### config.mk
export PLATFORM = sky130hd
export DESIGN_NAME = id_ex_stage
export DESIGN_NICKNAME = d
export VERILOG_FILES = /design/src/rtl/id_ex_stage.sv
export SDC_FILE = /design/constraint.sdc
export NUM_CORES = 1
export LEC_CHECK = 0
export BUFFER_PORTS_ARGS = -buffer_cell sky130_fd_sc_hd__buf_4
export CORE_ASPECT_RATIO = 0.7
export CORE_MARGIN = 1
export CORE_UTILIZATION = 46
export CTS_BUF_LIST = sky130_fd_sc_hd__clkbuf_16
export CTS_CLUSTER_DIAMETER = 200
export DETAILED_ROUTE_END_ITERATION = 7
export PLACE_DENSITY = 0.81
export SLEW_MARGIN = 15
export SYNTH_ARGS = -nofsm -noshare
export SYNTH_HDL_FRONTEND = slang
export SYNTH_SLANG_ARGS = --single-unit
export TNS_END_PERCENT = 50
### constraint.sdc
create_clock -name clk -period 4.91 [get_ports clk]
set_input_delay 0.982 -clock clk [delete_from_list [all_inputs] [get_ports clk]]
set_output_delay 0.982 -clock clk [all_outputs]
set_load 0.05 [all_outputs]
### src/rtl/id_ex_stage.sv
// ID/EX pipeline register: decodes a MIPS word, bypasses writeback data,
// and inserts one bubble on load-use hazards. Holds one payload (EMPTY/FULL/BUBBLE).
module id_ex_stage #(
    parameter int DATA_W = 32,
    parameter int CNT_W  = 16
) (
    input  logic              clk,
    input  logic              reset,
    input  logic              in_valid,
    output logic              in_ready,
    input  logic [31:0]       instr,
    input  logic [DATA_W-1:0] rs_data,
    input  logic [DATA_W-1:0] rt_data,
    input  logic              wb_wr,
    input  logic [4:0]        wb_addr,
    input  logic [DATA_W-1:0] wb_data,
    input  logic              flush,
    output logic              out_valid,
    input  logic              out_ready,
    output logic [DATA_W-1:0] ex_rs_val,
    output logic [DATA_W-1:0] ex_rt_val,
    output logic [DATA_W-1:0] ex_imm,
    output logic [4:0]        ex_rd,
    output logic [5:0]        ex_opcode,
    output logic [5:0]        ex_funct,
    output logic              ex_mem_read,
    output logic              ex_reg_wr,
    output logic [CNT_W-1:0]  stall_count
);

    typedef enum logic [1:0] {EMPTY, FULL, BUBBLE} state_t;

    typedef struct packed {
        logic [DATA_W-1:0] rs_val;
        logic [DATA_W-1:0] rt_val;
        logic [DATA_W-1:0] imm;
        logic [4:0]        rd;
        logic [5:0]        opcode;
        logic [5:0]        funct;
        logic              mem_read;
        logic              reg_wr;
    } payload_t;

    state_t     state, state_nxt;
    payload_t   pay, dec;
    logic [5:0] opcode, funct;
    logic [4:0] rs, rt;
    logic       uses_rt, hazard, accept;
    logic       clear, stall_inc;

    assign opcode = instr[31:26];
    assign rs     = instr[25:21];
    assign rt     = instr[20:16];
    assign funct  = instr[5:0];

    always_comb begin
        dec          = '0;
        dec.opcode   = opcode;
        dec.funct    = funct;
        dec.imm      = {{(DATA_W-16){instr[15]}}, instr[15:0]};
        dec.rd       = (opcode == 6'h00) ? instr[15:11] : rt;
        dec.mem_read = (opcode == 6'h23);
        // Register 0 reads as zero even if a writeback targets it.
        if (rs == 5'd0)
            dec.rs_val = '0;
        else if (wb_wr && wb_addr == rs)
            dec.rs_val = wb_data;
        else
            dec.rs_val = rs_data;
        if (rt == 5'd0)
            dec.rt_val = '0;
        else if (wb_wr && wb_addr == rt)
            dec.rt_val = wb_data;
        else
            dec.rt_val = rt_data;
        unique case (1'b1)
            opcode == 6'h00:       dec.reg_wr = (funct != 6'h08);
            opcode == 6'h23:       dec.reg_wr = 1'b1;
            opcode[5:3] == 3'b001: dec.reg_wr = 1'b1;
            default:               dec.reg_wr = 1'b0;
        endcase
    end

    // rt is a true source only for R-type, sw, beq and bne.
    assign uses_rt = (opcode == 6'h00) || (opcode == 6'h2B) ||
                     (opcode == 6'h04) || (opcode == 6'h05);

    assign hazard = out_valid && pay.mem_read && pay.reg_wr &&
                    (pay.rd != 5'd0) &&
                    ((pay.rd == rs) || ((pay.rd == rt) && uses_rt));

    assign in_ready = !flush && !hazard && (state != FULL || out_ready);
    assign accept   = in_valid && in_ready;

    always_comb begin
        state_nxt = state;
        clear     = 1'b0;
        stall_inc = 1'b0;
        unique case (state)
            EMPTY: begin
                if (accept)
                    state_nxt = FULL;
            end
            FULL: begin
                if (accept) begin
                    state_nxt = FULL;
                end else if (out_ready && in_valid && hazard) begin
                    state_nxt = BUBBLE;
                    clear     = 1'b1;
                    stall_inc = 1'b1;
                end else if (out_ready) begin
                    state_nxt = EMPTY;
                end
            end
            BUBBLE: state_nxt = accept ? FULL : EMPTY;
            default: state_nxt = EMPTY;
        endcase
        if (flush) begin
            state_nxt = EMPTY;
            clear     = 1'b1;
            stall_inc = 1'b0;
        end
    end

    always_ff @(posedge clk or posedge reset) begin
        if (reset) begin
            state       <= EMPTY;
            pay         <= '0;
            stall_count <= '0;
        end else begin
            state <= state_nxt;
            if (accept)
                pay <= dec;
            else if (clear)
                pay <= '0;
            if (stall_inc && stall_count != {CNT_W{1'b1}})
                stall_count <= stall_count + 1'b1;
        end
    end

    assign out_valid   = (state == FULL);
    assign ex_rs_val   = pay.rs_val;
    assign ex_rt_val   = pay.rt_val;
    assign ex_imm      = pay.imm;
    assign ex_rd       = pay.rd;
    assign ex_opcode   = pay.opcode;
    assign ex_funct    = pay.funct;
    assign ex_mem_read = pay.mem_read;
    assign ex_reg_wr   = pay.reg_wr;

endmodule

**After elaboration in Yosys (flattened, before gate mapping)**

Cells that the tools add are included.

- Add/sub/neg operators: 1
- Equal/unequal tests: 16
- Multiplexer cells: 20
- Reduce and logical (&&, ||, !) cells: 28

Operators by type and width:

| kind | number |
|---|---|
| 115-bit two-way mux | 2 |
| 32-bit two-way mux | 4 |
| 5-bit equality test | 4 |
| 16-bit by 1-bit adder with 16-bit output (second input constant) | 1 |
| 16-bit inequality test (second input constant) | 1 |
| 1-bit logical AND | 13 |
| 6-bit by 3-bit equality test with 1-bit output (second input constant) | 2 |
| 6-bit equality test (second input constant) | 2 |
| 5-bit logical NOT | 2 |
| 2-bit two-way mux | 5 |
| 6-bit logical NOT | 1 |
| 1-bit two-way mux | 6 |
| 6-bit by 4-bit inequality test with 1-bit output (second input constant) | 1 |
| 2-bit one-hot mux with 3 select lines | 1 |
| 1-bit logical OR | 5 |
| 5-bit two-way mux | 1 |
| 5-bit by 2-bit inequality test with 1-bit output (second input constant) | 1 |
| 5-bit nonzero test | 1 |
| 3-bit by 1-bit equality test with 1-bit output (second input constant) | 1 |
| 3-bit inequality test (second input constant) | 1 |
| 2-bit by 1-bit equality test with 1-bit output (second input constant) | 1 |
| 2-bit equality test (second input constant) | 1 |
| 1-bit logical NOT | 2 |
| 2-bit logical NOT | 1 |
| 5 further kinds | 5 |

- Register bits: 133
- Input bits: 139
- Output and inout bits: 133
- Word-level logic and storage cells: 75

**Depth between registers and ports, before layout**

- Depth after elaboration: 16
- Mapped depth: 8
- Depth with buffers taken out: 7

**Worst setup path before layout**

OpenSTA, ideal clock, no wires.

- Path kind: reg-to-output
- From: reg pay, in the netlist ex_rd[1]
- To: out in_ready
- Arrival time: 3076 ps
- Required time: 3928 ps
- Path slack: 852 ps
- Cell stages (with the launch flop): 5
- Cells stage by stage: dfrtp_1 or4_1 o2111ai_2 nor4_2 nor4_1

- Cells in the longest elaborated chain, start to end: 7
- Elaborated cells between the ends (all ways): 10
- Those cells by class: 2 x eq/ne; 8 x reduce/logical

RTL lines:

| what | line | source |
|---|---|---|
| from (decl) | 45 | `payload_t pay, dec;` |
| from (signal assigned) | 128 | `pay <= '0;` |
| from (signal assigned) | 133 | `pay <= dec;` |
| from (signal assigned) | 135 | `pay <= '0;` |
| 5-bit equality test | 90 | `((pay.rd == rs) \|\| ((pay.rd == rt) && uses_rt));` |
| 1-bit logical AND | 90 |  |
| 1-bit logical OR | 90 |  |
| 1-bit logical AND (*) | 89 | `(pay.rd != 5'd0) &&` |
| 1-bit logical NOT (*) | 92 | `assign in_ready = !flush && !hazard && (state != FULL \|\| out_ready);` |
| 1-bit logical AND (*) (2 in series) | 92 |  |
| to (decl) | 10 | `output logic in_ready,` |

Every way passes the cells marked *; elsewhere a longest branch is shown, timed or not.

**Worst setup path after layout**

- From: in instr[28]
- To: out in_ready

- Cells in the longest elaborated chain, start to end: 10
- Elaborated cells between the ends (all ways): 13
- Those cells by class: 3 x eq/ne; 10 x reduce/logical

RTL lines:

| what | line | source |
|---|---|---|
| from (decl) | 11 | `input logic [31:0] instr,` |
| 6-bit equality test / 6-bit logical NOT (equally long branches) | 85 | `assign uses_rt = (opcode == 6'h00) \|\| (opcode == 6'h2B) \|\|` |
| 1-bit logical OR (2 in series) | 85 |  |
| 1-bit logical OR (*) | 86 | `(opcode == 6'h04) \|\| (opcode == 6'h05);` |
| 1-bit logical AND (*) | 90 |  |
| 1-bit logical OR (*) | 90 |  |
| 1-bit logical AND (*) | 89 |  |
| 1-bit logical NOT (*) | 92 |  |
| 1-bit logical AND (*) (2 in series) | 92 |  |

Marks and branches as above.

==> results.py <==
metrics = {
    "status": {
        "run_status": "finished, final reports clean",
    },
    "worst_setup_path": {
        "required_ns": 3.93,
        "start_kind": "input port",
        "critical_path_arrival_ns": 2.43,
        "critPathKind": "in -> out",
        "worst-path-max-fanout": 4,
        "end_kind": "output pin",
    },
    "final_layout": {
        "num-nets-final": 881,
        "layout-drive-gt1-share_pct": 41.7,
        "fin_area_um2": 7660,
        "diodes": 0,
        "area_delta_synth_final_pct": 42.5,
        "final_util_pct": 68.4,
    },
    "pwr": {
        "switchingPower_mw": 0.734,
        "seq_power_share_pct": 44.4,
        "p_leak_nw": 3.71,
        "p_int_mw": 1.51,
        "clkPwrFrac_pct": 30.3,
        "power_frac_comb_pct": 25.3,
        "ir_drop_mv": 0.224,
        "power.total_mw": 2.25,
        "switching_share_pct": 32.7,
        "powerDensity_nw_per_um2": 293,
    },
    "logic_synthesis": {
        "synth_async_sr_flop_share_pct": 100,
        "ys_ff_latch": 111,
        "syn_inst": 503,
        "synth_area_um2": 5380,
        "netlist.area_leader.share_pct": 51.7,
        "synth_flop_cell": "dfrtp_1",
        "yosys_warnings": 0,
        "syn-num-nets": 643,
        "synth_cell_type_count": 39,
        "postSynthAreaPerCell_um2": 10.7,
        "synth-edff-count": 0,
        "yosysSeqAreaShare_pct": 51.7,
        "synth_area_leader_cell": "dfrtp_1",
        "ys_top_cells_by_count": "111 x dfrtp_1, 74 x nand2_1, 65 x mux2i_1, 62 x o21ai_1, 28 x a22o_1",
        "yosysMostFrequentCell": "dfrtp_1",
        "netlist_top_cells_area": "dfrtp_1 52%, mux2i_1 12%, o21ai_1 5.8%",
    },
    "routing": {
        "postRouteAntennaNets": 0,
        "drt_iter0_markers": 199,
        "drc": 0,
        "vias_per_cell": 5.28,
        "vias": 4751,
        "wire_per_inst_um": 17.5,
        "first_pass_iters": 4,
        "routed_wl_um": 15700,
    },
    "timing": {
        "maxSlewHeadroom_pct": 26.1,
        "rsz0062_at_grt": "no",
        "finalCritPeriodShare_pct": 69.5,
        "tns_ns": 0,
        "slew_viol_final": 0,
        "finalHoldViolCount": 0,
        "max_freq_ghz": 0.293,
        "fin_skew_ns": 0.00760,
        "finalCriticalPeriod_ns": 3.41,
        "setup_viol": 0,
        "layout_setup_ws_ns": 1.50,
        "worstMarginPinSlew_ns": 1.11,
    },
    "clock_tree": {
        "cts_max_level": 3,
        "post_cts_buffers": 0,
        "cts.path.max_buffers": 2,
        "cts_sinks": 111,
        "cts_root_buf": "clkbuf_16",
        "clkTransAtPathRegs_ns": 0.07,
        "cts_made_buffers": 9,
        "tritoncts": "done",
        "postCtsHoldBufs": 0,
        "clock_latency_ns": 0.34,
        "cts-resized-gates": 0,
    },
    "floorplanning": {
        "num_rows": 32,
        "initial_core_util_pct": 48.0,
        "core_area_um2": 11200,
        "dieArea_um2": 12100,
        "die_w_um": 131,
        "io_pins": 272,
        "die_y_um": 92.5,
    },
    "global_route": {
        "grt_antenna_before_repair": 0,
        "grt_pass1_wl_um": 25100,
        "grt-ovfl-total": 0,
        "grt_max_degree": 60,
        "grt_pass1_vias": 4851,
        "grtUsageTotal_pct": 26.2,
    },
    "worst_hold_path": {
        "hp-class": "reg -> reg",
    },
    "placed_design": {
        "io_buffers": 271,
        "dpl.hpwl_um": 11600,
        "placed_cell_area_um2": 7390,
        "dp_slack_ns": 1.50,
        "gp_congestion": 0.864,
    },
    "flow_run": {
        "maxCapViolations": 0,
    },
}
## final timing paths
check	start	endpoint	slack (ns)	depth (start not counted)
min in group asynchronous	reset	stall_count[2]	0.54	2
worst max register to register	ex_rd[2]	stall_count[1]	2.36	5
worst min register to register	ex_rt_val[21]	ex_rt_val[21]	0.49	2
max in group asynchronous	reset	ex_imm[8]	3.49	3
worst max-delay path	instr[28]	in_ready	1.50	6
worst min-delay path	ex_rt_val[21]	ex_rt_val[21]	0.49	2
## cells in the final DEF (no fill, tap or decap), types with 4 or more instances in the layout
cell	instances
mux2_2	6
dfrtp_1	111
nor2_1	10
xor2_1	23
buf_4	276
xnor2_1	12
inv_1	6
mux2i_1	65
nand3_1	5
nor4_1	7
o21ai_1	60
a22o_1	28
clkbuf_16	9
nand2_1	74
nor3_1	10
o21ai_0	4
## sequential cells by signal, summed over array words and instances, names as in the netlist
name         flops
ex_rs_val       32
ex_rt_val       32
ex_imm          16
stall_count     16
ex_opcode        6
ex_rd            5
state            2
ex_mem_read      1
ex_reg_wr        1
## worst max-delay path, cell delays in order
cell and delay (ns):
buf_4 0.12, and4b_1 0.30, a22oi_1 0.16, nor4b_2 0.54, nor4_1 0.11, buf_4 0.22
## routing by layer
metal  wire, um  vias to the layer above  track usage [%]
li1           -                     2221                -
met5          0                        -                0
met3       1010                       31             6.73
met1       6780                     2316             33.6
met4        301                        0             7.35
met2       7630                      183             43.9
## cell type report
| type | count | area [um2] |
|---|---|---|
| multi-input combinational | 335 | 2300 |
| clock inverter | 7 | 47.5 |
| fill | 900 | 3550 |
| tap | 153 | 191 |
| sequential | 111 | 2780 |
| timing repair buffer | 277 | 2090 |
| clock buffer | 9 | 225 |
| inverter | 7 | 28.8 |
## per-stage QoR
| step | cells | hold WS, ns |
|---|---|---|
| 2_1_floorplan | 503 | 0.448 |
| 3_3_place_gp | 883 | 0.465 |
| 4_1_cts | 899 | 0.493 |
| 3_5_place_dp | 883 | 0.477 |
| 6_report | 899 | 0.486 |
| 5_1_grt | 899 | 0.511 |
## power by group through the flow
stage	clock, mW	combinational [mW]	sequential (mW)
2_1_floorplan	0	0.180	1.18
3_3_place_gp	0	0.560	1.01
3_5_place_dp	0	0.570	1.01
4_1_cts	0.694	0.570	0.997
5_1_grt	0.721	0.597	1.00
6_report	0.681	0.567	0.997
## cell families (layout without fill, tap and decap cells)
kind of cell,count (synthesis),after routing,share of synthesized area [%]
buffers and inverters,57,300,5.93
muxes,71,71,13.4
xor gates and xnor gates,35,35,5.70
DFF,111,111,51.7
and+or+nand+nor,125,125,11.1
AOI/OAI and AO/OA,103,103,12.0
adders and majority gates,1,1,0.233
Note: power is estimated with default switching activity, not from simulation.
